$ cat config.mk
export PLATFORM = sky130hd
export DESIGN_NAME = centroid_scheduler
export DESIGN_NICKNAME = d
export VERILOG_FILES = /design/src/rtl/tracker_pkg.sv /design/src/rtl/serial_divider.sv /design/src/rtl/centroid_scheduler.sv
export SDC_FILE = /design/constraint.sdc
export NUM_CORES = 1
export LEC_CHECK = 0
export CORE_ASPECT_RATIO = 0.9
export CORE_UTILIZATION = 55
export DETAILED_ROUTE_END_ITERATION = 7
export DONT_BUFFER_PORTS = 1
export GPL_TIMING_DRIVEN = 0
export PLACE_DENSITY = 0.76
export SETUP_SLACK_MARGIN = 0.2
export SLEW_MARGIN = 10
export SYNTH_ARGS = -nofsm -noshare
export SYNTH_HDL_FRONTEND = slang
export SYNTH_SLANG_ARGS = --single-unit
export TNS_END_PERCENT = 20
$ cat constraint.sdc
create_clock -name clk -period 7.7 [get_ports clk]
set_input_delay 1.54 -clock clk [delete_from_list [all_inputs] [get_ports clk]]
set_output_delay 1.54 -clock clk [all_outputs]
set_load 0.02 [all_outputs]
$ cat src/rtl/tracker_pkg.sv
// Shared types and constants for the colour-tracker post-processing blocks.
package tracker_pkg;

    typedef enum logic [2:0] {
        S_IDLE,
        S_CHECK,
        S_DIV_X,
        S_DIV_Y,
        S_DIV_R,
        S_PUBLISH,
        S_NO_TARGET
    } state_t;

    localparam int DIV_CYCLES = 32;
    localparam int R_NUM      = 7;
    localparam int R_DEN      = 22;
    localparam int DROP_W     = 8;

endpackage

$ cat src/rtl/serial_divider.sv
// 32-bit unsigned restoring divider, one quotient bit per clock.
module serial_divider #(
    parameter int DIV_CYCLES = 32
) (
    input  logic        clk,
    input  logic        reset,
    input  logic        start,
    input  logic [31:0] dividend,
    input  logic [31:0] divisor,
    output logic [31:0] quotient,
    output logic        done
);

    logic [31:0] r_rem;
    logic [31:0] r_quo;
    logic [31:0] r_div;
    logic [5:0]  r_cnt;
    logic        r_run;
    logic        r_done;

    logic [31:0] w_rem_in;
    logic [31:0] w_quo_in;
    logic [31:0] w_div_in;
    logic [32:0] w_trial;
    logic        w_ge;
    logic [31:0] w_rem_nx;
    logic [31:0] w_quo_nx;

    // The first iteration runs in the start cycle so the quotient
    // is ready exactly DIV_CYCLES cycles after start is sampled.
    assign w_rem_in = start ? 32'd0    : r_rem;
    assign w_quo_in = start ? dividend : r_quo;
    assign w_div_in = start ? divisor  : r_div;
    assign w_trial  = {w_rem_in, w_quo_in[31]};
    assign w_ge     = w_trial[32] | (w_trial[31:0] >= w_div_in);
    assign w_rem_nx = w_ge ? (w_trial[31:0] - w_div_in) : w_trial[31:0];
    assign w_quo_nx = {w_quo_in[30:0], w_ge};

    always_ff @(posedge clk) begin
        if (reset) begin
            r_rem  <= '0;
            r_quo  <= '0;
            r_div  <= '0;
            r_cnt  <= '0;
            r_run  <= 1'b0;
            r_done <= 1'b0;
        end else begin
            r_done <= 1'b0;
            if (start) begin
                r_rem <= w_rem_nx;
                r_quo <= w_quo_nx;
                r_div <= divisor;
                r_cnt <= 6'(DIV_CYCLES - 1);
                r_run <= 1'b1;
            end else if (r_run) begin
                r_rem <= w_rem_nx;
                r_quo <= w_quo_nx;
                r_cnt <= r_cnt - 6'd1;
                if (r_cnt == 6'd1) begin
                    r_run  <= 1'b0;
                    r_done <= 1'b1;
                end
            end
        end
    end

    assign quotient = r_quo;
    assign done     = r_done;

endmodule

$ cat src/rtl/centroid_scheduler.sv
// End-of-frame controller: runs x/y centroid and radius divisions
// through one shared serial divider and publishes the results.
module centroid_scheduler
    import tracker_pkg::*;
#(
    parameter int MIN_SIZE   = 16,
    parameter int DIV_CYCLES = tracker_pkg::DIV_CYCLES
) (
    input  logic        clk,
    input  logic        reset,
    input  logic        frame_done,
    input  logic [31:0] size,
    input  logic [31:0] sum_x,
    input  logic [31:0] sum_y,
    output logic [31:0] x_center,
    output logic [31:0] y_center,
    output logic [31:0] r_squared,
    output logic        target_found,
    output logic        result_valid,
    output logic        busy,
    output logic [7:0]  drop_count
);

    state_t r_state;
    state_t w_next;

    logic [31:0] r_size;
    logic [31:0] r_sx;
    logic [31:0] r_sy;
    logic [31:0] r_hold_x;
    logic [31:0] r_hold_y;

    logic        w_start;
    logic [31:0] w_dividend;
    logic [31:0] w_divisor;
    logic [31:0] w_quotient;
    logic        w_done;
    logic        w_small;
    logic [34:0] w_rnum_full;
    logic [31:0] w_rnum;

    assign w_small     = r_size < 32'(MIN_SIZE);
    assign w_rnum_full = {3'b000, r_size} * 35'(R_NUM);
    assign w_rnum      = (|w_rnum_full[34:32]) ? 32'hFFFF_FFFF
                                               : w_rnum_full[31:0];

    serial_divider #(
        .DIV_CYCLES (DIV_CYCLES)
    ) u_div (
        .clk      (clk),
        .reset    (reset),
        .start    (w_start),
        .dividend (w_dividend),
        .divisor  (w_divisor),
        .quotient (w_quotient),
        .done     (w_done)
    );

    always_ff @(posedge clk) begin
        if (reset) r_state <= S_IDLE;
        else       r_state <= w_next;
    end

    always_comb begin
        w_next = r_state;
        unique case (r_state)
            S_IDLE:      if (frame_done) w_next = S_CHECK;
            S_CHECK:     w_next = w_small ? S_NO_TARGET : S_DIV_X;
            S_DIV_X:     if (w_done) w_next = S_DIV_Y;
            S_DIV_Y:     if (w_done) w_next = S_DIV_R;
            S_DIV_R:     if (w_done) w_next = S_PUBLISH;
            S_PUBLISH:   w_next = S_IDLE;
            S_NO_TARGET: w_next = S_IDLE;
            default:     w_next = S_IDLE;
        endcase
    end

    always_comb begin
        w_start      = 1'b0;
        w_dividend   = r_sx;
        w_divisor    = r_size;
        busy         = r_state != S_IDLE;
        result_valid = (r_state == S_PUBLISH) || (r_state == S_NO_TARGET);
        unique case (r_state)
            S_CHECK: w_start = !w_small;
            S_DIV_X: begin
                w_start    = w_done;
                w_dividend = r_sy;
            end
            S_DIV_Y: begin
                w_start    = w_done;
                w_dividend = w_rnum;
                w_divisor  = 32'(R_DEN);
            end
            default: ;
        endcase
    end

    // Outputs are loaded on the edge entering PUBLISH/NO_TARGET so they
    // change in the same cycle as the result_valid strobe.
    always_ff @(posedge clk) begin
        if (reset) begin
            r_size       <= '0;
            r_sx         <= '0;
            r_sy         <= '0;
            r_hold_x     <= '0;
            r_hold_y     <= '0;
            x_center     <= '0;
            y_center     <= '0;
            r_squared    <= '0;
            target_found <= 1'b0;
            drop_count   <= '0;
        end else begin
            if (r_state == S_IDLE && frame_done) begin
                r_size <= size;
                r_sx   <= sum_x;
                r_sy   <= sum_y;
            end
            if (r_state != S_IDLE && frame_done
                && drop_count != {DROP_W{1'b1}})
                drop_count <= drop_count + 8'd1;
            if (r_state == S_DIV_X && w_done) r_hold_x <= w_quotient;
            if (r_state == S_DIV_Y && w_done) r_hold_y <= w_quotient;
            if (r_state == S_DIV_R && w_done) begin
                x_center     <= r_hold_x;
                y_center     <= r_hold_y;
                r_squared    <= w_quotient;
                target_found <= 1'b1;
            end
            if (r_state == S_CHECK && w_small) target_found <= 1'b0;
        end
    end

endmodule

==> metrics.yaml, run 1 <==
clock_tree:
  cts_resized: 0
  cts.clk_slew.worst_paths_ns: 0.06
  post-cts-setup-buffers: 0
  cts_tree: "yes"
  root_buffer: "clkbuf_16"
  cts_buffers: 39
  htree_levels: 2
  cts_buffer_depth: 3
  clk_latency_ns: 0.56
  clkSinkCount: 372
  postCtsHoldBufs: 0
placed_design:
  dpl.hpwl_microns: 46900
  routabilityCongestion: 0.975
  port_buffers: 0
global_routing:
  grt_use_total_pct: 34.4
  grt-busiest-layer: "met2"
  antenna_found_initial: 7
  grt_overflow: 0
  use_met3_pct: 7.62
  grt_max_degree: 15
  grt_pass1_vias: 16800
  grt_pass1_wl_microns: 94200
  grtUsageMet2_pct: 55.3
  use_met1_pct: 45.2
power_and_ir_drop:
  power_density_mw_per_mm2: 346
  ir_drop_v: 0.000211
  p_leak_nw: 7.78
timing:
  worstMarginPinSlew_ns: 0.979
  setup_viol: 0
  fin_skew_ns: 0.0217
  min_period_over_period_pct: 92.2
  finalHoldViolCount: 0
  whs_ns: 0.452
  finalCriticalPeriod_ns: 7.10
  fmax_mhz: 141
  max_slew_margin_pct: 34.7
  slew_viol_final: 0
  grt_setup_unrepaired: "no"
  finalSetupTns_ns: 0
drt:
  routed_wl_microns: 61600
  first_pass_iters: 5
  drc_errors: 0
  via_per_inst: 6.04
  drt-initial-drc-count: 1732
  routedWlPerCell_microns: 20.6
  num_vias: 18000
  ant_nets: 0
synthesis:
  synth_compound_area_share_pct: 21.0
  synth_cell_types: 75
  synth_area_sq_mm: 0.0190
  synth_edf_count: 0
  avgSynthCellArea_sq_um: 7.79
  synth-adder-area-share_pct: 9.12
  ys_seq_area_share_pct: 39.1
  synth_mux_area_share_pct: 1.80
  synthCells: 2444
  synth_flop_cell: "dfxtp_1"
  synth_xor_area_share_pct: 2.85
  synth_nets: 2662
  ys_ff_latch: 372
  synth_top_family_by_area: "simple AND/OR/NAND/NOR gates"
  async_reset_ff_share_pct: 0
  ys_warn_count: 0
  synth-simple-area-share_pct: 21.5
die:
  initial_core_util_pct: 55.9
  rows: 64
  core_sq_mm: 0.0340
  ioPinCount: 206
  fp.dieH_microns: 178
  dieWidth_microns: 198
  die_area_sq_mm: 0.0354
critical_path:
  rr_startpoint: "r_size[25]$_SDFFE_PP0P_"
  cp-startpoint: "r_size[25]$_SDFFE_PP0P_"
  reg2reg_depth: 25
  cp_max_fo: 10
  cp-start-kind: "flop"
  r2r_slack_ns: 0.60
  crit_end: "u_div.r_rem[9]$_SDFFE_PP0P_"
  crit-reg2reg-capture: "u_div.r_rem[9]$_SDFFE_PP0P_"
  crit_type: "flop to flop"
  end_kind: "flop"
  cp.required_ns: 8.11
  arrival_ns: 7.52
hold_path:
  hold_class: "flop to flop"
final_layout:
  finish.net_count: 2703
  syn2layout_area_growth_pct: 10.2
  final_common_cell: "nand2_1"
  final_cell_mix: "nand2_1 (629), a21oi_1 (385), dfxtp_1 (372)"
  drive_above_1_share_pct: 3.86
run_status:
  status: "complete, no violations"
flow_run:
  drv_cap: 0
==> through the flow <==
step                      cells  instance area (sq um)  setup slack, ns  util [%]  power, W
after floorplan            2444                  19000             2.06         -   0.00439
after global placement     2906                  19600            0.375      57.6   0.00515
after detailed placement   2906                  19600            0.262      57.6   0.00521
after CTS                  2977                  21000            0.220      61.6   0.00717
after global routing       2981                  21000            0.327      61.6   0.00765
final                      2983                  21000            0.598      61.7   0.00727
==> cell usage after synthesis, types with 18 or more instances <==
cell / count / area [sq um]
a21oi_1: 385 / 1930
nand2_1: 629 / 2360
inv_1: 61 / 229
a221oi_1: 25 / 219
a311oi_1: 18 / 158
a211oi_1: 23 / 173
a31oi_1: 21 / 131
dfxtp_1: 372 / 7450
mux2i_1: 32 / 320
clkbuf_1: 150 / 563
fa_1: 33 / 661
nor3_1: 42 / 210
o21ai_0: 62 / 310
nor2_1: 135 / 507
and2_1: 40 / 250
xor2_1: 31 / 272
ha_1: 86 / 1080
nand3_1: 33 / 165
a21o_1: 25 / 188
and3_1: 21 / 131
xnor2_1: 31 / 272
==> logic make-up (layout without fill, tap and decap cells) <==
kind of cell    count (synthesis)  after routing
flops                         372            372
buf+inv                       228            299
compound gates                660            660
simple gates                  969            969
mux                            34             34
xor+xnor                       62             62
fa+ha+maj                     119            119
other cells                     0              6
==> flip-flops by register name, summed over array words and instances (netlist names) <==
register,flops
r_size,32
target_found,1
u_div.done,1
drop_count,8
r_sy,32
u_div.r_run,1
u_div.quotient,32
r_sx,32
x_center,32
r_hold_x,32
r_squared,32
u_div.r_div,32
u_div.r_rem,32
y_center,32
r_state,3
u_div.r_cnt,6
r_hold_y,32
==> metal layers <==
layer	vias to the layer above	part of all wire [%]	wire length, microns
met1	8513	42	25600
li1	8499	-	-
met5	-	0	0
met2	865	45	27600
met3	154	10	6190
met4	0	3.5	2150
==> worst min path at each step <==
| stage | from | to | cells after the start |
|---|---|---|---|
| after floorplan | u_div.r_rem[9]$_SDFFE_PP0P_ | u_div.r_rem[9]$_SDFFE_PP0P_ | 2 |
| after global placement | r_hold_x[31]$_SDFFE_PP0P_ | x_center[31]$_SDFFE_PP0P_ | 2 |
| after detailed placement | r_sy[25]$_SDFFE_PP0P_ | r_sy[25]$_SDFFE_PP0P_ | 2 |
| after CTS | r_sy[25]$_SDFFE_PP0P_ | r_sy[25]$_SDFFE_PP0P_ | 2 |
| after global routing | r_hold_y[10]$_SDFFE_PP0P_ | r_hold_y[10]$_SDFFE_PP0P_ | 2 |
| final | r_hold_x[24]$_SDFFE_PP0P_ | x_center[24]$_SDFFE_PP0P_ | 2 |
==> cell type report <==
class                           count  area, sq um
Sequential cell                   372         7450
Inverter                           62          233
Fill cell                        3095        13100
Antenna cell                        6         15.0
Clock buffer                       55         1120
Multi-Input combinational cell   1844        10700
Buffer                            166          654
Tap cell                          462          578
Clock inverter                     16          221
==> where the power goes <==
group / internal, W / switching (W)
Sequential: 0.00209 / 0.000180
Combinational: 0.00109 / 0.00193
Clock: 0.00116 / 0.000817
Total: 0.00434 / 0.00293
==> worst max-delay path, cell delays in order (launching register included) <==
cell	delay, ns
dfxtp_1	0.51
fa_1	0.48
ha_1	0.29
clkbuf_1	0.29
nand2_1	0.15
nor4_1	0.58
o2111ai_1	0.32
a31oi_1	0.31
or3_1	0.15
o211ai_1	0.11
nor2_2	0.45
nand3_1	0.16
a221oi_1	0.31
ha_1	0.25
fa_1	0.19
nand2b_1	0.17
a21oi_1	0.14
o31ai_2	0.38
a211oi_2	0.20
o21a_1	0.24
o21bai_1	0.19
buf_2	0.28
nand2_1	0.15
buf_2	0.26
o211ai_1	0.27
a21oi_1	0.10
Note: power is estimated with default switching activity, not from simulation.
==> inputs of run 2 (changes only) <==
--- a/config.mk
+++ b/config.mk
@@ -7,6 +7,7 @@
 export LEC_CHECK = 0
 export CORE_ASPECT_RATIO = 0.9
 export CORE_UTILIZATION = 55
+export CTS_CLUSTER_SIZE = 24
 export DETAILED_ROUTE_END_ITERATION = 7
 export DONT_BUFFER_PORTS = 1
 export GPL_TIMING_DRIVEN = 0
==> results of run 2 <==
Final layout, timing and power as in run 1 (identical DEF).
